**src/rtl/matrix_pkg.sv**
```systemverilog
// matrix_pkg: shared constants for the memory-mapped 4x4 matrix ALU.
//   - opcode values carried in CMD[7:0]
//   - register offsets relative to the bus base address
//   - FSM state type, STATUS bit positions, default geometry
// Optional feature macro: MATRIX_SAT_EN (used by matrix_elem_unit).
package matrix_pkg;

  localparam int unsigned ELEM_W_DEF = 16;
  localparam int unsigned DIM_DEF    = 4;

  localparam logic [7:0] OP_ADD   = 8'h01;
  localparam logic [7:0] OP_SUB   = 8'h02;
  localparam logic [7:0] OP_TRANS = 8'h03;
  localparam logic [7:0] OP_SCALE = 8'h04;

  localparam logic [2:0] REG_SRC1   = 3'd0;
  localparam logic [2:0] REG_SRC2   = 3'd1;
  localparam logic [2:0] REG_RESULT = 3'd2;
  localparam logic [2:0] REG_CMD    = 3'd3;
  localparam logic [2:0] REG_STATUS = 3'd4;
  localparam int unsigned NUM_REGS  = 5;

  localparam int unsigned ST_BUSY = 0;
  localparam int unsigned ST_DONE = 1;
  localparam int unsigned ST_ERR  = 2;
  localparam int unsigned ST_SAT  = 3;

  typedef enum logic {
    IDLE    = 1'b0,
    COMPUTE = 1'b1
  } state_e;

  function automatic logic op_valid(input logic [7:0] op);
    return (op == OP_ADD) || (op == OP_SUB) || (op == OP_TRANS) || (op == OP_SCALE);
  endfunction

endpackage

```
**src/rtl/matrix_elem_unit.sv**
```systemverilog
// matrix_elem_unit: combinational single-element operation.
// Ports:
//   op_i  [7:0]        opcode (add/sub/transpose/scale)
//   a_i   [ELEM_W-1:0] source-1 element (already transpose-selected)
//   b_i   [ELEM_W-1:0] source-2 element (or scalar for scale)
//   res_o [ELEM_W-1:0] result element
//   sat_o              result was clamped (only with MATRIX_SAT_EN)
// MATRIX_SAT_EN defined: add/sub/scale saturate to the signed range.
// MATRIX_SAT_EN undefined: wrap-around arithmetic, sat_o tied low.
module matrix_elem_unit
  import matrix_pkg::*;
#(
  parameter int unsigned ELEM_W = ELEM_W_DEF
) (
  input  logic [7:0]        op_i,
  input  logic [ELEM_W-1:0] a_i,
  input  logic [ELEM_W-1:0] b_i,
  output logic [ELEM_W-1:0] res_o,
  output logic              sat_o
);

`ifdef MATRIX_SAT_EN
  localparam logic [ELEM_W-1:0] MAXV = {1'b0, {(ELEM_W-1){1'b1}}};
  localparam logic [ELEM_W-1:0] MINV = {1'b1, {(ELEM_W-1){1'b0}}};

  logic [ELEM_W:0]     sum_w;
  logic [ELEM_W:0]     dif_w;
  logic [2*ELEM_W-1:0] prod_w;
  logic                prod_ovf;

  assign sum_w  = {a_i[ELEM_W-1], a_i} + {b_i[ELEM_W-1], b_i};
  assign dif_w  = {a_i[ELEM_W-1], a_i} - {b_i[ELEM_W-1], b_i};
  assign prod_w = $signed(a_i) * $signed(b_i);
  // Product fits iff the bits above the result's sign bit are a pure sign extension.
  assign prod_ovf = (prod_w[2*ELEM_W-1:ELEM_W-1] != '0) &&
                    (prod_w[2*ELEM_W-1:ELEM_W-1] != '1);

  always_comb begin
    res_o = a_i;
    sat_o = 1'b0;
    case (op_i)
      OP_ADD: begin
        if (sum_w[ELEM_W] != sum_w[ELEM_W-1]) begin
          sat_o = 1'b1;
          res_o = sum_w[ELEM_W] ? MINV : MAXV;
        end else begin
          res_o = sum_w[ELEM_W-1:0];
        end
      end
      OP_SUB: begin
        if (dif_w[ELEM_W] != dif_w[ELEM_W-1]) begin
          sat_o = 1'b1;
          res_o = dif_w[ELEM_W] ? MINV : MAXV;
        end else begin
          res_o = dif_w[ELEM_W-1:0];
        end
      end
      OP_SCALE: begin
        if (prod_ovf) begin
          sat_o = 1'b1;
          res_o = prod_w[2*ELEM_W-1] ? MINV : MAXV;
        end else begin
          res_o = prod_w[ELEM_W-1:0];
        end
      end
      default: res_o = a_i;
    endcase
  end
`else
  always_comb begin
    res_o = a_i;
    sat_o = 1'b0;
    case (op_i)
      OP_ADD:   res_o = a_i + b_i;
      OP_SUB:   res_o = a_i - b_i;
      // Low ELEM_W bits of a product are identical for signed and unsigned operands.
      OP_SCALE: res_o = a_i * b_i;
      default:  res_o = a_i;
    endcase
  end
`endif

endmodule

```
**src/rtl/matrix_alu.sv**
```systemverilog
// matrix_alu: memory-mapped 4x4 matrix arithmetic unit, element-serial.
// Ports:
//   Clk            system clock, all state on rising edge
//   Reset          synchronous reset, active-high
//   nRead          bus read strobe, active-low
//   nWrite         bus write strobe, active-low
//   address [15:0] bus address (registers at BASE_ADDR+0..+4)
//   ExeDataOut     write data from the execution engine
//   MatrixDataOut  registered read data, held until the next decoded read
//   Busy           high while a computation is in progress (STATUS bit0)
// Register map: +0 SRC1 (W), +1 SRC2 (W), +2 RESULT (R), +3 CMD (W),
// +4 STATUS (R: bit0 busy, bit1 done, bit2 error, bit3 saturated).
// MATRIX_SAT_EN selects saturating arithmetic inside matrix_elem_unit;
// without it the saturation flag never fires and STATUS bit3 reads 0.
module matrix_alu
  import matrix_pkg::*;
#(
  parameter logic [15:0]  BASE_ADDR = 16'h2010,
  parameter int unsigned  ELEM_W    = ELEM_W_DEF,
  parameter int unsigned  DIM       = DIM_DEF
) (
  input  logic                      Clk,
  input  logic                      Reset,
  input  logic                      nRead,
  input  logic                      nWrite,
  input  logic [15:0]               address,
  input  logic [DIM*DIM*ELEM_W-1:0] ExeDataOut,
  output logic [DIM*DIM*ELEM_W-1:0] MatrixDataOut,
  output logic                      Busy
);

  localparam int unsigned N     = DIM * DIM;
  localparam int unsigned DW    = N * ELEM_W;
  localparam int unsigned IDX_W = $clog2(N);

  state_e            state_q, state_d;
  logic [7:0]        op_q, op_d;
  logic [IDX_W-1:0]  idx_q, idx_d;
  logic [DW-1:0]     src1_q, src1_d;
  logic [DW-1:0]     src2_q, src2_d;
  logic [DW-1:0]     work_q, work_d;
  logic [DW-1:0]     result_q, result_d;
  logic [DW-1:0]     rdata_q, rdata_d;
  logic              done_q, done_d;
  logic              err_q, err_d;
  logic              sat_q, sat_d;

  logic              busy;
  logic [15:0]       offset;
  logic              in_map;
  logic [2:0]        reg_sel;
  logic              bus_wr, bus_rd, bus_clash;
  logic [7:0]        cmd_op;
  logic [DW-1:0]     status;

  logic [IDX_W-1:0]  trans_idx;
  logic [IDX_W-1:0]  a_idx;
  logic [ELEM_W-1:0] elem_a, elem_b, elem_res;
  logic              elem_sat;

  assign busy = (state_q == COMPUTE);
  assign Busy = busy;
  assign MatrixDataOut = rdata_q;

  assign offset    = address - BASE_ADDR;
  assign in_map    = (offset < 16'(NUM_REGS));
  assign reg_sel   = offset[2:0];
  assign bus_wr    = !nWrite && nRead;
  assign bus_rd    = !nRead && nWrite;
  assign bus_clash = !nRead && !nWrite;
  assign cmd_op    = ExeDataOut[7:0];

  always_comb begin
    status          = '0;
    status[ST_BUSY] = busy;
    status[ST_DONE] = done_q;
    status[ST_ERR]  = err_q;
    status[ST_SAT]  = sat_q;
  end

  // Result element (row, col) comes from source element (col, row).
  assign trans_idx = IDX_W'((int'(idx_q) % DIM) * DIM + int'(idx_q) / DIM);
  assign a_idx     = (op_q == OP_TRANS) ? trans_idx : idx_q;
  assign elem_a    = src1_q[a_idx*ELEM_W +: ELEM_W];
  assign elem_b    = (op_q == OP_SCALE) ? src2_q[ELEM_W-1:0] : src2_q[idx_q*ELEM_W +: ELEM_W];

  matrix_elem_unit #(
    .ELEM_W (ELEM_W)
  ) u_elem (
    .op_i  (op_q),
    .a_i   (elem_a),
    .b_i   (elem_b),
    .res_o (elem_res),
    .sat_o (elem_sat)
  );

  always_comb begin
    state_d  = state_q;
    op_d     = op_q;
    idx_d    = idx_q;
    src1_d   = src1_q;
    src2_d   = src2_q;
    work_d   = work_q;
    result_d = result_q;
    rdata_d  = rdata_q;
    done_d   = done_q;
    err_d    = err_q;
    sat_d    = sat_q;

    if (in_map) begin
      if (bus_clash) begin
        err_d = 1'b1;
      end else if (bus_wr) begin
        case (reg_sel)
          REG_SRC1: begin
            if (busy) err_d = 1'b1;
            else      src1_d = ExeDataOut;
          end
          REG_SRC2: begin
            if (busy) err_d = 1'b1;
            else      src2_d = ExeDataOut;
          end
          REG_CMD: begin
            if (busy) begin
              err_d = 1'b1;
            end else if (op_valid(cmd_op)) begin
              op_d    = cmd_op;
              idx_d   = '0;
              done_d  = 1'b0;
              state_d = COMPUTE;
            end else begin
              err_d = 1'b1;
            end
          end
          default: ;
        endcase
      end else if (bus_rd) begin
        case (reg_sel)
          REG_RESULT: rdata_d = result_q;
          REG_STATUS: begin
            rdata_d = status;
            done_d  = 1'b0;
            err_d   = 1'b0;
            sat_d   = 1'b0;
          end
          default: rdata_d = '0;
        endcase
      end
    end

    // Placed after the bus decode so a completion or saturation on the
    // same edge as a STATUS read survives the read-clear.
    if (state_q == COMPUTE) begin
      work_d[idx_q*ELEM_W +: ELEM_W] = elem_res;
      if (elem_sat) sat_d = 1'b1;
      idx_d = idx_q + 1'b1;
      if (idx_q == IDX_W'(N - 1)) begin
        result_d = work_d;
        done_d   = 1'b1;
        idx_d    = '0;
        state_d  = IDLE;
      end
    end
  end

  always_ff @(posedge Clk) begin
    if (Reset) begin
      state_q  <= IDLE;
      op_q     <= '0;
      idx_q    <= '0;
      src1_q   <= '0;
      src2_q   <= '0;
      work_q   <= '0;
      result_q <= '0;
      rdata_q  <= '0;
      done_q   <= 1'b0;
      err_q    <= 1'b0;
      sat_q    <= 1'b0;
    end else begin
      state_q  <= state_d;
      op_q     <= op_d;
      idx_q    <= idx_d;
      src1_q   <= src1_d;
      src2_q   <= src2_d;
      work_q   <= work_d;
      result_q <= result_d;
      rdata_q  <= rdata_d;
      done_q   <= done_d;
      err_q    <= err_d;
      sat_q    <= sat_d;
    end
  end

endmodule

```
**config.mk**
```make
export PLATFORM = sky130hd
export DESIGN_NAME = matrix_alu
export DESIGN_NICKNAME = d
export VERILOG_FILES = /design/src/rtl/matrix_pkg.sv /design/src/rtl/matrix_elem_unit.sv /design/src/rtl/matrix_alu.sv
export SDC_FILE = /design/constraint.sdc
export NUM_CORES = 2
export LEC_CHECK = 0
export BUFFER_PORTS_ARGS = -buffer_cell sky130_fd_sc_hd__buf_2
export CAP_MARGIN = 0
export CORE_UTILIZATION = 40
export DETAILED_ROUTE_END_ITERATION = 10
export REMOVE_ABC_BUFFERS = 1
export SLEW_MARGIN = 20
export SYNTH_ARGS = -nofsm -noshare
export SYNTH_HDL_FRONTEND = slang
export SYNTH_SLANG_ARGS = --single-unit
```
**constraint.sdc**
```tcl
create_clock -name Clk -period 8 [get_ports Clk]
set_input_delay 1.6 -clock Clk [delete_from_list [all_inputs] [get_ports Clk]]
set_output_delay 1.6 -clock Clk [all_outputs]
set_load 0.05 [all_outputs]
```
* Word level (Yosys, flattened, before mapping)
Index checks and enable logic that the tools add are counted.
** Storage, ports and cells
- Output and inout port bits :: 257
- Register bits :: 1295
- Logic and storage cells :: 103
- Input port bits :: 276
** Operators by class
- Equal/unequal tests :: 17
- $lt $le $gt $ge :: 1
- $mul :: 1
- Shifts and indexed selects :: 4
- Bitwise operators :: 3
- Mux-type cells :: 38
- $add $sub $neg :: 6
- Reductions and logical operators :: 23
** Operators by type and width (count)
- case mux 256 bit (2 select lines) :: 1
- indexed part select 256 x 9 -> 16 bit :: 2
- bitwise mux 256 bit :: 1
- variable shift 16 x 34 -> 256 bit (first input constant) :: 1
- indexed part select 16 x 34 -> 256 bit :: 1
- case mux 16 bit (3 select lines) :: 1
- negation 8 -> 34 bit :: 1
- equality test 8 x 2 -> 1 bit (second input constant) :: 4
- two-way mux 4 bit :: 8
- two-way mux 1 bit :: 25
- adder 16 bit :: 1
- equality test 8 x 1 -> 1 bit (second input constant) :: 2
- equality test 8 x 3 -> 1 bit (second input constant) :: 2
- < comparator 16 x 3 -> 1 bit (second input constant) :: 1
- multiplier 16 x 16 -> 16 bit :: 1
- two-way mux 16 bit :: 1
- subtractor 16 x 14 -> 16 bit (second input constant) :: 1
- subtractor 16 bit :: 1
- AND reduction 5 bit :: 3
- AND reduction 6 bit :: 2
- nonzero test 2 bit :: 4
- equality test 3 x 2 -> 1 bit (second input constant) :: 2
- nonzero test 3 bit :: 2
- != test 5 bit (second input constant) :: 1
- 17 further kinds :: 24

* Longest topological paths before layout
- Depth in word-level cells :: 12
- Mapped depth :: 37
- Gate-level depth less buffers :: 32

* Cells and area by module
From an unflattened synthesis, not the netlist that was laid out.
** Second synthesis, totals
- Cells, all modules :: 7331
- Area, all modules :: 58110.7 µm²
** Modules (own cells, without submodules)
- matrix_alu :: area each 52800.6 µm², seq. area each 25944.9 µm², instances 1, cells each 6669
- matrix_elem_unit :: area each 5310.1 µm², seq. area each 0.0 µm², instances 1, cells each 662

* Least setup slack after synthesis
No wires, ideal clock.
- Path type :: reg2reg
- From :: register op_q[7]
- To :: register result_q[191]
- Stages on the path, launching flop included :: 32
- Period minus slack after synthesis :: 7.963 ns
- Arrival :: 7.879 ns
- Buffers on the path :: 4
- Slack :: 0.037 ns
- Library setup time :: 0.085 ns
- Data required time :: 7.915 ns
- Cells stage by stage :: dfxtp_1 -> or4_4 -> buf_6 -> o21ai_2 -> nand2_2 -> buf_2 -> buf_6 -> mux4_2 -> a32oi_1 -> nand3_1 -> nand2b_1 -> fa_1 -> fa_1 -> inv_1 -> fa_1 -> fa_1 -> inv_1 -> fa_1 -> fa_1 -> xor2_1 -> xnor2_1 -> xnor2_1 -> xnor2_1 -> xnor2_1 -> xnor2_1 -> xnor3_1 -> xnor2_1 -> xnor3_1 -> o221ai_2 -> buf_6 -> nand2_2 -> o31ai_2
** On the way
- Word-level cells in the longest chain between the ends :: 7
- Elaborated cells on any way between the ends :: 13
- Classes of those cells :: 2 x add/sub; 1 x mul; 4 x eq/ne; 2 x shift; 4 x mux
** Ends and longest elaborated chain
- start, declared :: RTL line matrix_alu.sv:37 : logic [7:0] op_q, op_d;
- start signal, assigned :: RTL line matrix_alu.sv:181 : op_q <= op_d;
- equality test 8 x 2 -> 1 bit :: RTL line matrix_alu.sv:83 : assign a_idx = (op_q == OP_TRANS) ? trans_idx : idx_q;
- two-way mux 4 bit :: RTL line matrix_alu.sv:83
- indexed part select 256 x 9 -> 16 bit :: RTL line matrix_alu.sv:84 : assign elem_a = src1_q[a_idx*ELEM_W +: ELEM_W];
- multiplier 16 x 16 -> 16 bit (tied with other cells) :: RTL line matrix_elem_unit.sv:77 : OP_SCALE: res_o = a_i * b_i;
- case mux 16 bit (3 select lines) (*) :: RTL line matrix_elem_unit.sv:73 : case (op_i)
- indexed part select 16 x 34 -> 256 bit (*) :: RTL line matrix_alu.sv:154 : work_d[idx_q*ELEM_W +: ELEM_W] = elem_res;
- bitwise mux 256 bit (*) :: RTL line matrix_alu.sv:154
- end signal, assigned :: RTL line matrix_alu.sv:186 : result_q <= result_d;
- end, declared :: RTL line matrix_alu.sv:42 : logic [DW-1:0] result_q, result_d;
Every way passes the cells marked *; elsewhere a longest branch is shown, timed or not.
A chain may end at the register's enable or synchronous reset.

* Final worst setup path
- From :: register op_q[6]
- To :: register result_q[95]
Same word-level chain as after synthesis.

==> run_results.csv <==
group,metric,value,unit
timing,finalMaxSlewViolations,0,
logic_synthesis,synthTopCellsByArea,"dfxtp_1, nand2_1, a21oi_1",
die,dieArea,0.144,mm2
power,total_power,0.0136,W
clock_network,cts_tree,"built",
cells_and_area,final_util,49.0,%
timing,fmax,0.125,GHz
worst_setup_path,cpMostUsedCell,"xnor2_1",
clock_network,cts_sinks,1295,
worst_setup_path,crit_path_end_kind,"flip-flop",
timing,rsz0062_at_grt,"true",
timing,fin_tns_setup,-0.0170,ns
power,p_leak,24.7,nW
logic_synthesis,syn-cell-area,0.0572,mm2
timing,fin_crit_sh,100,%
clock_network,path_clk_slew,0.06,ns
cells_and_area,register_area,0.0260,mm2
detailed_routing,route.detailed.drc,0,
logic_synthesis,synth_async_sr_flop_share,0,%
logic_synthesis,syn_area_per_cell,7.99,um2
timing,hold_slack,0.444,ns
status,violations,"setup timing",
logic_synthesis,yosysWarnings,0,
power,powerDensity,196,mW/mm2
worst_setup_path,arrival,8.74,ns
global_routing,first_global_vias,49700,
cells_and_area,drive_above_1_share,18.5,%
clock_network,clk_latency,0.82,ns
timing,finalClockSkew,0.0747,ns
global_routing,antenna_found_initial,6,
global_routing,grt_max_degree,226,
place,portBuffers,532,
logic_synthesis,yosysTopAreaCell,"dfxtp_1",
cells_and_area,num_antenna_cells,0,
worst_setup_path,cp_slowest_cell,"or4_4",
die,chipWidth,380,um
timing,fin_ws,-0.0170,ns
place,gp_congestion,0.927,
cells_and_area,fin_nets,8017,
global_routing,grt_pass1_wl,310,mm
detailed_routing,ant_nets,0,
detailed_routing,avgRoutedWirePerCell,21.7,um
logic_synthesis,yosysSeqAreaShare,45.4,%
die,die_h,380,um
detailed_routing,firstDrtPassIters,5,
die,initial_core_util,40.4,%
timing,min_period,8.02,ns
cells_and_area,layout.cells.non_filler,9589,
logic_synthesis,ys_types,93,
logic_synthesis,synth_top_area_share,45.4,%
die,core,0.142,mm2
global_routing,grt.total_usage,27.6,%
timing,tightest_slew,1.23,ns
place,dp_cells,9281,
clock_network,cts_buffers,144,
global_routing,grt_overflow,0,
power,vdd_drop_max,0.000195,V
flow_run,drv_cap,0,
logic_synthesis,syn_inst,7156,
worst_setup_path,slowest_delay,0.68,ns
logic_synthesis,synth-seq-cells,1295,
detailed_routing,vias,53200,
worst_setup_path,required,8.72,ns
clock_network,htree_levels,4,
die,core.rowCount,138,
logic_synthesis,synth_edf_count,0,
worst_setup_path,crit_type,"reg2reg",
min_path,hp-class,"reg2reg",
status,status,"finished, violations left",
timing,setup_viol_count_final,1,
cells_and_area,synthToLayoutAreaGrowth,21.3,%
logic_synthesis,ys.flop_type,"dfxtp_1",
die,ioPinCount,533,
clock_network,clk_path_buf_depth,3,
timing,finalHoldViolCount,0,
place,dp_hpwl,142,mm
clock_network,cts_root_buf,"clkbuf_16",
worst_setup_path,crit_path_max_fanout,6,
detailed_routing,drt_wl_total,208,mm
cells_and_area,fillCellCount,14000,
timing,slew-limit-headroom,17.9,%
detailed_routing,drt-initial-drc-count,4963,
worst_setup_path,cp-start-kind,"flip-flop",
cells_and_area,multiInputGateArea,0.0293,mm2
detailed_routing,via_per_inst,5.55,
## timing repair
action,in CTS,in global routing
gates resized for setup,90,167
hold buffers,0,0
gates cloned,4,3
setup endpoints to repair,95,155
pin swaps,39,69
hold endpoints to repair,0,0
buffers inserted,21,26
## layer usage
metal | GRT usage (%) | vias to the layer above | part of all wire, %
met4 | 8.86 | 8 | 3.1
li1 | - | 25200 | -
met1 | 37.7 | 25700 | 44
met3 | 5.02 | 357 | 7.4
met5 | 0 | - | 0.024
met2 | 44.0 | 2020 | 46
## worst paths after layout
check	startpoint	end	slack, ns	cells past startpoint
max	op_q[6]$_SDFFE_PP0P_	result_q[95]$_SDFFE_PP0P_	-0.02	34
min	MatrixDataOut[45]$_SDFFE_PP0P_	MatrixDataOut[45]$_SDFFE_PP0P_	0.44	2
max reg2reg	op_q[6]$_SDFFE_PP0P_	result_q[95]$_SDFFE_PP0P_	-0.02	34
min reg2reg	MatrixDataOut[45]$_SDFFE_PP0P_	MatrixDataOut[45]$_SDFFE_PP0P_	0.44	2
## Yosys cell counts (15+ instances only)
| master | instances |
|---|---|
| dfxtp_1 | 1295 |
| or2_2 | 18 |
| nor4_1 | 16 |
| nand3_1 | 323 |
| nor2_1 | 325 |
| fa_1 | 81 |
| o22ai_1 | 24 |
| inv_1 | 148 |
| nand2b_1 | 29 |
| xor2_1 | 18 |
| a22o_1 | 77 |
| buf_2 | 30 |
| a211oi_1 | 63 |
| a2111oi_0 | 15 |
| nor3_1 | 86 |
| mux2i_1 | 89 |
| and2_1 | 32 |
| o22a_1 | 17 |
| nor2b_1 | 25 |
| a31oi_1 | 19 |
| nand2_1 | 1962 |
| buf_1 | 20 |
| o21ai_0 | 291 |
| ha_1 | 72 |
| mux4_2 | 76 |
| clkbuf_1 | 525 |
| a21oi_1 | 1106 |
| or3_1 | 44 |
| and3_1 | 35 |
| a32oi_1 | 41 |
| xnor2_1 | 43 |
## through the flow
| stage | area, um2 | setup WS, ns |
|---|---|---|
| finish | 69400 | -0.0170 |
| global route | 69400 | -0.215 |
| CTS | 68300 | 0.000989 |
| detailed placement | 62800 | -0.323 |
| global placement | 62700 | -0.212 |
| floorplan | 54700 | -7.50 |
## area by class of cell
type                       count  share of cell area [%]
clock inverter                53                    1.22
clock buffer                 204                    5.97
timing repair buffer         885                    8.88
tap                         1890                    3.41
inverter                     153                   0.828
sequential                  1295                    37.4
multi-input combinational   5109                    42.3
## power breakdown
group	total, W	switching (W)	leakage, nW	internal [W]
combinational	0.000279	0.000215	11.8	0.0000640
sequential	0.00645	0.00000000402	10.4	0.00645
clock	0.00686	0.00289	2.43	0.00397
total	0.0136	0.00311	24.7	0.0105
## cell families (layout without fill, tap and decap cells)
logic type,Yosys count,count (layout),synth area share [%]
mux,166,166,4.57
xor+xnor,65,65,1.09
simple gates,2931,2932,21.3
fa+ha+maj,153,153,4.41
compound gates,1793,1793,18.0
flops,1295,1295,45.4
buf+inv,753,1295,5.25
## cell usage in the layout, fill, tap and decap left out, drive strengths merged, types with 7 or more instances in the layout
| cell | instances |
|---|---|
| nand3 | 323 |
| a211oi | 63 |
| clkinv | 40 |
| o21ai | 300 |
| mux2i | 89 |
| or3 | 44 |
| bufinv | 9 |
| nand2 | 1966 |
| or4 | 7 |
| mux4 | 76 |
| o21a | 8 |
| a2111oi | 16 |
| nor2 | 325 |
| fa | 81 |
| clkbuf | 207 |
| and3 | 35 |
| o22a | 17 |
| a22oi | 10 |
| a311oi | 9 |
| ha | 72 |
| nand4 | 8 |
| o221ai | 13 |
| buf | 882 |
| nand2b | 29 |
| and2 | 33 |
| inv | 156 |
| o211ai | 7 |
| nor4 | 17 |
| xor2 | 18 |
| nor3 | 87 |
| a221oi | 7 |
| a21oi | 1106 |
| xnor2 | 43 |
| nor2b | 25 |
| a32oi | 41 |
| dfxtp | 1295 |
| a31oi | 19 |
| or2 | 19 |
| a22o | 77 |
| o22ai | 24 |
## sequential cells by signal, summed over array words and instances (netlist names)
register       cells
MatrixDataOut    256
result_q         256
src1_q           256
src2_q           256
work_q           256
op_q               8
idx_q              4
Busy               1
done_q             1
err_q              1
## critical path: cells and delay by family, from the launching register on
kind	cells	cell delay [ns]
flops	1	0.37
compound gates	5	0.86
fa+ha+maj	6	2.55
simple gates	5	1.43
buf+inv	9	1.02
xor+xnor	9	1.64
(Power assumes the default switching activity.)
